File: config.mk
export PLATFORM = sky130hd
export DESIGN_NAME = store_manage_responder
export DESIGN_NICKNAME = d
export VERILOG_FILES = /design/src/rtl/prv664_sm_pkg.sv /design/src/rtl/sm_drain_timer.sv /design/src/rtl/store_manage_responder.sv
export SDC_FILE = /design/constraint.sdc
export NUM_CORES = 1
export LEC_CHECK = 0
export BUFFER_PORTS_ARGS = -buffer_cell sky130_fd_sc_hd__buf_4
export CORE_MARGIN = 3
export CORE_UTILIZATION = 46
export DETAILED_ROUTE_END_ITERATION = 8
export GPL_TIMING_DRIVEN = 0
export PLACE_DENSITY = 0.75
export SLEW_MARGIN = 40
export SYNTH_ARGS = -nofsm -noshare
export SYNTH_HDL_FRONTEND = slang
export SYNTH_SLANG_ARGS = --single-unit
export TNS_END_PERCENT = 100
File: constraint.sdc
create_clock -name clk_i -period 1.5 [get_ports clk_i]
set_clock_uncertainty 0.1 [all_clocks]
set_input_delay 0.075 -clock clk_i [delete_from_list [all_inputs] [get_ports clk_i]]
set_output_delay 0.075 -clock clk_i [all_outputs]
set_load 0.1 [all_outputs]
File: src/rtl/prv664_sm_pkg.sv
// ----------------------------------------------------------------------------
// prv664_sm_pkg
//   Shared types for the store-manage responder: FSM state encoding, the
//   latched request descriptor and the priority skip function that picks the
//   next requested sub-operation.
// ----------------------------------------------------------------------------
package prv664_sm_pkg;

    localparam int unsigned SM_ITAG_W = 8;

    // Encoding order is the execution order; next_state() relies on it.
    typedef enum logic [2:0] {
        IDLE,
        COMMIT,
        DRAIN,
        DCWB,
        ICINV,
        TLBF,
        DONE
    } sm_state_e;

    typedef struct packed {
        logic                 fence;
        logic                 fencevma;
        logic                 fencei;
        logic                 commit;
        logic [SM_ITAG_W-1:0] itag;
    } sm_op_t;

    // First requested state strictly after cur; DONE when nothing is left.
    // Later assignments win, so the earliest requested state is returned.
    function automatic sm_state_e next_state(sm_state_e cur, sm_op_t op);
        sm_state_e ns;
        ns = DONE;
        if (cur < TLBF  && op.fencevma)                          ns = TLBF;
        if (cur < ICINV && op.fencei)                            ns = ICINV;
        if (cur < DCWB  && (op.fence || op.fencei))              ns = DCWB;
        if (cur < DRAIN && (op.fence || op.fencevma || op.fencei)) ns = DRAIN;
        if (cur < COMMIT && op.commit)                           ns = COMMIT;
        return ns;
    endfunction

endpackage

File: src/rtl/sm_drain_timer.sv
// ----------------------------------------------------------------------------
// sm_drain_timer
//   Wait counter for the store-buffer drain. Counts while enabled, returns to
//   zero on clear, and saturates at TMO-1 where expire_o is raised.
// Ports
//   clk_i     in  clock
//   srst_i    in  synchronous active-high reset
//   clr_i     in  force count back to zero
//   en_i      in  count this cycle
//   expire_o  out count has reached TMO-1 while enabled
// ----------------------------------------------------------------------------
module sm_drain_timer #(
    parameter int unsigned TMO = 1024
) (
    input  logic clk_i,
    input  logic srst_i,
    input  logic clr_i,
    input  logic en_i,
    output logic expire_o
);

    // At least 10 bits so the default timeout fits without a parameter change.
    localparam int unsigned CNT_W = (TMO > 1024) ? $clog2(TMO) : 10;
    localparam logic [CNT_W-1:0] LAST = CNT_W'(TMO - 1);

    logic [CNT_W-1:0] r_cnt;
    logic             w_at_last;

    assign w_at_last = (r_cnt == LAST);
    assign expire_o  = en_i && w_at_last;

    // NOTE: sequential state is updated with non-blocking assignments only, so
    // every flop samples pre-edge values regardless of block ordering.
    always_ff @(posedge clk_i) begin
        if (srst_i || clr_i) begin
            r_cnt <= '0;
        end else if (en_i && !w_at_last) begin
            r_cnt <= r_cnt + 1'b1;
        end
    end

endmodule

File: src/rtl/store_manage_responder.sv
// ----------------------------------------------------------------------------
// store_manage_responder
//   Slave end of the store-manage channel. An accepted request is expanded
//   into the ordered sub-operations COMMIT, DRAIN, DCWB, ICINV, TLBF; skipped
//   ones are not visited. sm_ready_o pulses once when all are complete.
// Ports
//   clk_i, srst_i                     clock, synchronous active-high reset
//   sm_valid_i / sm_ready_o           request handshake (ready is a 1-cycle pulse)
//   sm_fence_i, sm_fencevma_i,
//   sm_fencei_i, sm_commit_i,
//   sm_itag_i                         request fields, latched on accept
//   sb_cmt_valid_o/itag_o/ready_i     store-buffer commit handshake
//   sb_empty_i                        store buffer drained
//   dc_wb_req_o / dc_wb_ack_i         D-cache write-back (level req, pulse ack)
//   ic_inv_req_o / ic_inv_ack_i       I-cache invalidate
//   tlb_flush_req_o / tlb_flush_ack_i TLB flush
//   busy_o                            FSM not in IDLE
//   drain_tmo_o                       sticky drain-timeout flag
// ----------------------------------------------------------------------------
module store_manage_responder
    import prv664_sm_pkg::*;
#(
    parameter int unsigned ITAG_W    = SM_ITAG_W,
    parameter int unsigned DRAIN_TMO = 1024
) (
    input  logic              clk_i,
    input  logic              srst_i,
    input  logic              sm_valid_i,
    output logic              sm_ready_o,
    input  logic              sm_fence_i,
    input  logic              sm_fencevma_i,
    input  logic              sm_fencei_i,
    input  logic              sm_commit_i,
    input  logic [ITAG_W-1:0] sm_itag_i,
    output logic              sb_cmt_valid_o,
    output logic [ITAG_W-1:0] sb_cmt_itag_o,
    input  logic              sb_cmt_ready_i,
    input  logic              sb_empty_i,
    output logic              dc_wb_req_o,
    input  logic              dc_wb_ack_i,
    output logic              ic_inv_req_o,
    input  logic              ic_inv_ack_i,
    output logic              tlb_flush_req_o,
    input  logic              tlb_flush_ack_i,
    output logic              busy_o,
    output logic              drain_tmo_o
);

    sm_state_e r_state;
    sm_state_e w_next;
    sm_op_t    r_op;
    sm_op_t    w_op_in;
    logic      r_drain_tmo;
    logic      w_in_drain;
    logic      w_expire;

    assign w_op_in.fence    = sm_fence_i;
    assign w_op_in.fencevma = sm_fencevma_i;
    assign w_op_in.fencei   = sm_fencei_i;
    assign w_op_in.commit   = sm_commit_i;
    assign w_op_in.itag     = SM_ITAG_W'(sm_itag_i);

    assign w_in_drain  = (r_state == DRAIN);
    assign drain_tmo_o = r_drain_tmo;

    sm_drain_timer #(
        .TMO      (DRAIN_TMO)
    ) u_drain_timer (
        .clk_i    (clk_i),
        .srst_i   (srst_i),
        .clr_i    (!w_in_drain),
        .en_i     (w_in_drain),
        .expire_o (w_expire)
    );

    always_ff @(posedge clk_i) begin
        if (srst_i) begin
            r_state     <= IDLE;
            r_op        <= '0;
            r_drain_tmo <= 1'b0;
        end else begin
            r_state <= w_next;
            if (r_state == IDLE && sm_valid_i) begin
                r_op <= w_op_in;
            end
            if (w_expire) begin
                r_drain_tmo <= 1'b1;
            end
        end
    end

    // NOTE: every output of this block gets a default before the case, so no
    // path leaves a signal unassigned and no latch is inferred.
    always_comb begin
        w_next          = r_state;
        sm_ready_o      = 1'b0;
        sb_cmt_valid_o  = 1'b0;
        sb_cmt_itag_o   = '0;
        dc_wb_req_o     = 1'b0;
        ic_inv_req_o    = 1'b0;
        tlb_flush_req_o = 1'b0;
        busy_o          = (r_state != IDLE);

        unique case (r_state)
            IDLE: begin
                // Always enter COMMIT: it is the first cycle in which r_op is
                // valid, so it doubles as the decode cycle for the skip logic.
                if (sm_valid_i) begin
                    w_next = COMMIT;
                end
            end
            COMMIT: begin
                sb_cmt_valid_o = r_op.commit;
                if (r_op.commit) begin
                    sb_cmt_itag_o = ITAG_W'(r_op.itag);
                end
                if (!r_op.commit || sb_cmt_ready_i) begin
                    w_next = next_state(COMMIT, r_op);
                end
            end
            DRAIN: begin
                // A timeout only raises the flag; the wait continues.
                if (sb_empty_i) begin
                    w_next = next_state(DRAIN, r_op);
                end
            end
            DCWB: begin
                dc_wb_req_o = 1'b1;
                if (dc_wb_ack_i) begin
                    w_next = next_state(DCWB, r_op);
                end
            end
            ICINV: begin
                ic_inv_req_o = 1'b1;
                if (ic_inv_ack_i) begin
                    w_next = next_state(ICINV, r_op);
                end
            end
            TLBF: begin
                tlb_flush_req_o = 1'b1;
                if (tlb_flush_ack_i) begin
                    w_next = next_state(TLBF, r_op);
                end
            end
            DONE: begin
                sm_ready_o = 1'b1;
                w_next     = IDLE;
            end
            default: begin
                w_next = IDLE;
            end
        endcase
    end

endmodule
==> metrics.md <==
| Metric | Value |
|---|---|
| Clk sinks | 26 |
| Critical path, cell by cell | buf_4 -> buf_6 -> buf_6 -> nor3_4 -> inv_1 -> buf_6 |
| Die W | 59.3 µm |
| Synth async-reset ratio | 0% |
| Hold slack final | 0.0631 ns |
| Seq cells post-synth | 26 |
| TritonCTS Buffers | 3 |
| Crit path buffers/inverters | 5 |
| Core Box Area | 0.00259 mm² |
| Vias in the first global route | about 1300 |
| Remaining antenna violation count | 0 |
| Chip Height | 59.3 µm |
| Top-area cell type share of the netlist area | between 30% and 40% |
| Critical path type | reg2out |
| DR pass1 iterations | 5 |
| Reg2Reg Setup Slack | -0.25 ns |
| Lkg Pwr | roughly 0.94 nW |
| Placed standard-cell area | approximately 0.0016 mm² |
| I/O pins | 35 |
| MaxCap Viol Count | 0 |
| CTS H-tree depth | 1 |
| Cell taking the most area after synthesis | dfxtp_1 |
| Initial antenna violation count | 0 |
| Crit start category | flop |
| Synthesized area per cell | just over 8 µm² |
| DR iter-0 viols | a little over 70 |
| Largest net degree at the start of global routing | 15 |
| Full die area | between 0.003 and 0.004 mm² |
| Sequential share of the synthesized area | between 30% and 40% |
| Type of destination of the critical path | output pin |
| Hold Path Sink | r_op[2]$_SDFFE_PP0P_ |
| Drt drc | 0 |
| RSZ-0062 raised after global routing | yes |
| Initial Util | approximately half |
| CTS tree | built |
| Skew-Pair Late Insertion Delay | roughly 0.33 ns |
| Outcome | finished with violations |
| Vias post-DR | around 1600 |
| R2R cell count | 8 |
| Overall Power | roughly 3.2 mW |
| R2r startpoint | r_state[1]$_SDFFE_PP0P_ |
| Worst Setup Slack, final | -0.282 ns |
| Avg WL per Cell | around 20 µm |
| Total global routing overflow | 0 |
| Share of cells above drive strength 1 | 50.0% |
| F_max | ~560 MHz |
| Final Max Slew Viols | 0 |
| Cell repeated most along the worst path | buf_6 |
| CTS root buffer | clkbuf_4 |
| HP Start | srst_i |
| Rows | 18 |
| Synth top cells by count | nand2_1 (30), dfxtp_1 (26), a21oi_1 (17) |
| Maximum VDD drop | around 1.5 mV |
| Post-route cell area | between 0.002 and 0.0025 mm² |
| Final Wtd Congestion | between 0.8 and 0.9 |
| CP max FO | 4 |
| Critical path's top delay family | buffers and inverters |
| Main synth FF type | dfxtp_1 |
| Library cells used by synthesis | between 40 and 50 |
| R2R Path End | r_op[4]$_SDFFE_PP0P_ |
| Yosys warnings | 0 |
| Critical path arrival | ~1.6 ns |
| Hold depth | 2 |
| Slew of the pin with the lowest slew margin | ~0.65 ns |
| Area contributors post-synth | dfxtp_1 (40%), nand2_1 (8.6%), a21oi_1 (6.5%), nor2_1 (4.6%), and2_1 (4.3%) |
| Total track usage | between 20% and 30% |
| CTS clk-pin slew, worst paths | 0.15 ns |
| Vias/cell | 6.06 |
| Hold Fails Final Rpt | 0 |
| Req. time, crit path | around 1.3 ns |
| Syn nets | ~180 |
| Layout net count | 250 |
| Power per cell area | 1360 mW/mm² |
| Clock Path Buffers | 2 |
| Number of fill cells | around 100 |
| Diodes inserted | 0 |
| Critical path's slowest cell | dfxtp_4 |
| WL final | between 5000 and 6000 µm |
| Most numerous cell in the Yosys netlist | nand2_1 |
| Syn-to-layout area delta | 79.0% |
| Slew HR | a little under three fifths |
| Post-synth EDFFs | 0 |
| Post-DP HPWL | ~2200 µm |
| Failing checks | negative setup slack |
| # setup viols final | 25 |
| Slowest stage delay, CP | ~0.39 ns |
| Final min period | 1.78 ns |
| HP Class | in2reg |
| IO Port Bufs | 33 |
| Cells after Synth | around 160 |
| Period utilisation layout | 119% |
| First-pass GRT wire length | slightly below 6000 µm |
| Mapped Area | ~0.0013 mm² |
[flip-flops by register name, summed over array words and instances (netlist names)]
| name | cells |
|---|---|
| drain_tmo_o | 1 |
| r_op | 12 |
| u_drain_timer.r_cnt | 10 |
| r_state | 3 |
[cells in the final DEF (no fill, tap or decap), types with 3 or more instances in the layout]
cell type	Yosys	final
buf_4	1	28
nand2_1	30	19
dfxtp_1	26	17
dlygate4sd3_1	0	15
nor2_1	16	14
buf_12	0	13
and2_4	0	10
a21oi_1	17	9
buf_6	1	8
a21oi_2	0	8
inv_1	7	6
nand2_2	0	6
o21ai_1	2	5
nand2_4	0	5
dfxtp_2	0	5
mux2i_1	4	4
dfxtp_4	0	4
buf_8	0	3
clkbuf_4	0	3
[cell families after synthesis]
family	Yosys count	share of synthesized area, %
and+or+nand+nor	80	33.4
AOI/OAI and AO/OA	33	14.9
DFF	26	39.8
buffers and inverters	14	5.07
muxes	5	3.92
xor gates and xnor gates	3	2.01
adders and majority gates	1	0.956
[layer usage]
layer  part of all wire, %  routed length [µm]  vias to the layer above  global-route usage [%]
met3                   8.0                 406                       32                    3.70
li1                      -                   -                      694                       -
met4                   4.5                 229                        0                    8.74
met2                    50                2530                      106                    39.6
met1                    38                1920                      732                    26.1
met5                     0                   0                        -                       0
[worst reg2reg max path, delay by kind of cell (launching register included)]
family	cells	cell delay [ns]
buf+inv	4	0.51
compound gates	1	0.17
flops	1	0.39
simple gates	3	0.52
[how the worst max path moves through the flow]
stage                                        startpoint                             endpoint  slack (ns)  cells past startpoint
global placement                r_state[1]$_SDFFE_PP0P_                     sb_cmt_itag_o[0]       -0.04                      5
detailed placement  u_drain_timer.r_cnt[0]$_SDFFE_PP0P_  u_drain_timer.r_cnt[5]$_SDFFE_PP0P_       -0.07                      5
floorplan                       r_state[0]$_SDFFE_PP0P_                      tlb_flush_req_o       -0.08                      3
CTS                             r_state[1]$_SDFFE_PP0P_                     sb_cmt_itag_o[6]       -0.18                      5
finish                          r_state[1]$_SDFFE_PP0P_                               busy_o       -0.28                      6
global route                    r_state[1]$_SDFFE_PP0P_                               busy_o       -0.35                      6
[per-stage QoR]
stage | std cells | TNS (ns) | setup slack, ns | util [%]
floorplan | 162 | -0.134 | -0.0849 | -
global placement | 225 | -0.409 | -0.0390 | 63.0
detailed placement | 225 | -0.613 | -0.0747 | 63.0
CTS | 249 | -1.96 | -0.184 | 80.0
global route | 258 | -6.51 | -0.347 | 90.4
finish | 258 | -5.12 | -0.282 | 90.4
[area by class of cell]
type | instances | area (µm²) | area share, %
Buffer | 6 | 56.3 | 2.40
Clock buffer | 4 | 36.3 | 1.55
Inverter | 7 | 28.8 | 1.23
Multi-Input combinational cell | 122 | 935 | 39.9
Sequential cell | 26 | 542 | 23.1
Tap cell | 30 | 37.5 | 1.60
Timing Repair Buffer | 63 | 707 | 30.2
[where the power goes]
| part | switching (mW) | internal [mW] | total, mW |
|---|---|---|---|
| Clock | 0.215 | 0.149 | 0.364 |
| Sequential | 0.130 | 0.799 | 0.929 |
| Combinational | 1.08 | 0.824 | 1.90 |
[repair_timing]
| action | CTS | global route |
|---|---|---|
| cloned | 1 | 2 |
| setup endpoints to repair | 21 | 32 |
| pin swaps | 11 | 14 |
| resized for setup | 56 | 63 |
| buffers inserted | 5 | 7 |
| hold buffers | 15 | 0 |
| endpoints found under the hold margin | 13 | 0 |
(Power assumes the default switching activity.)
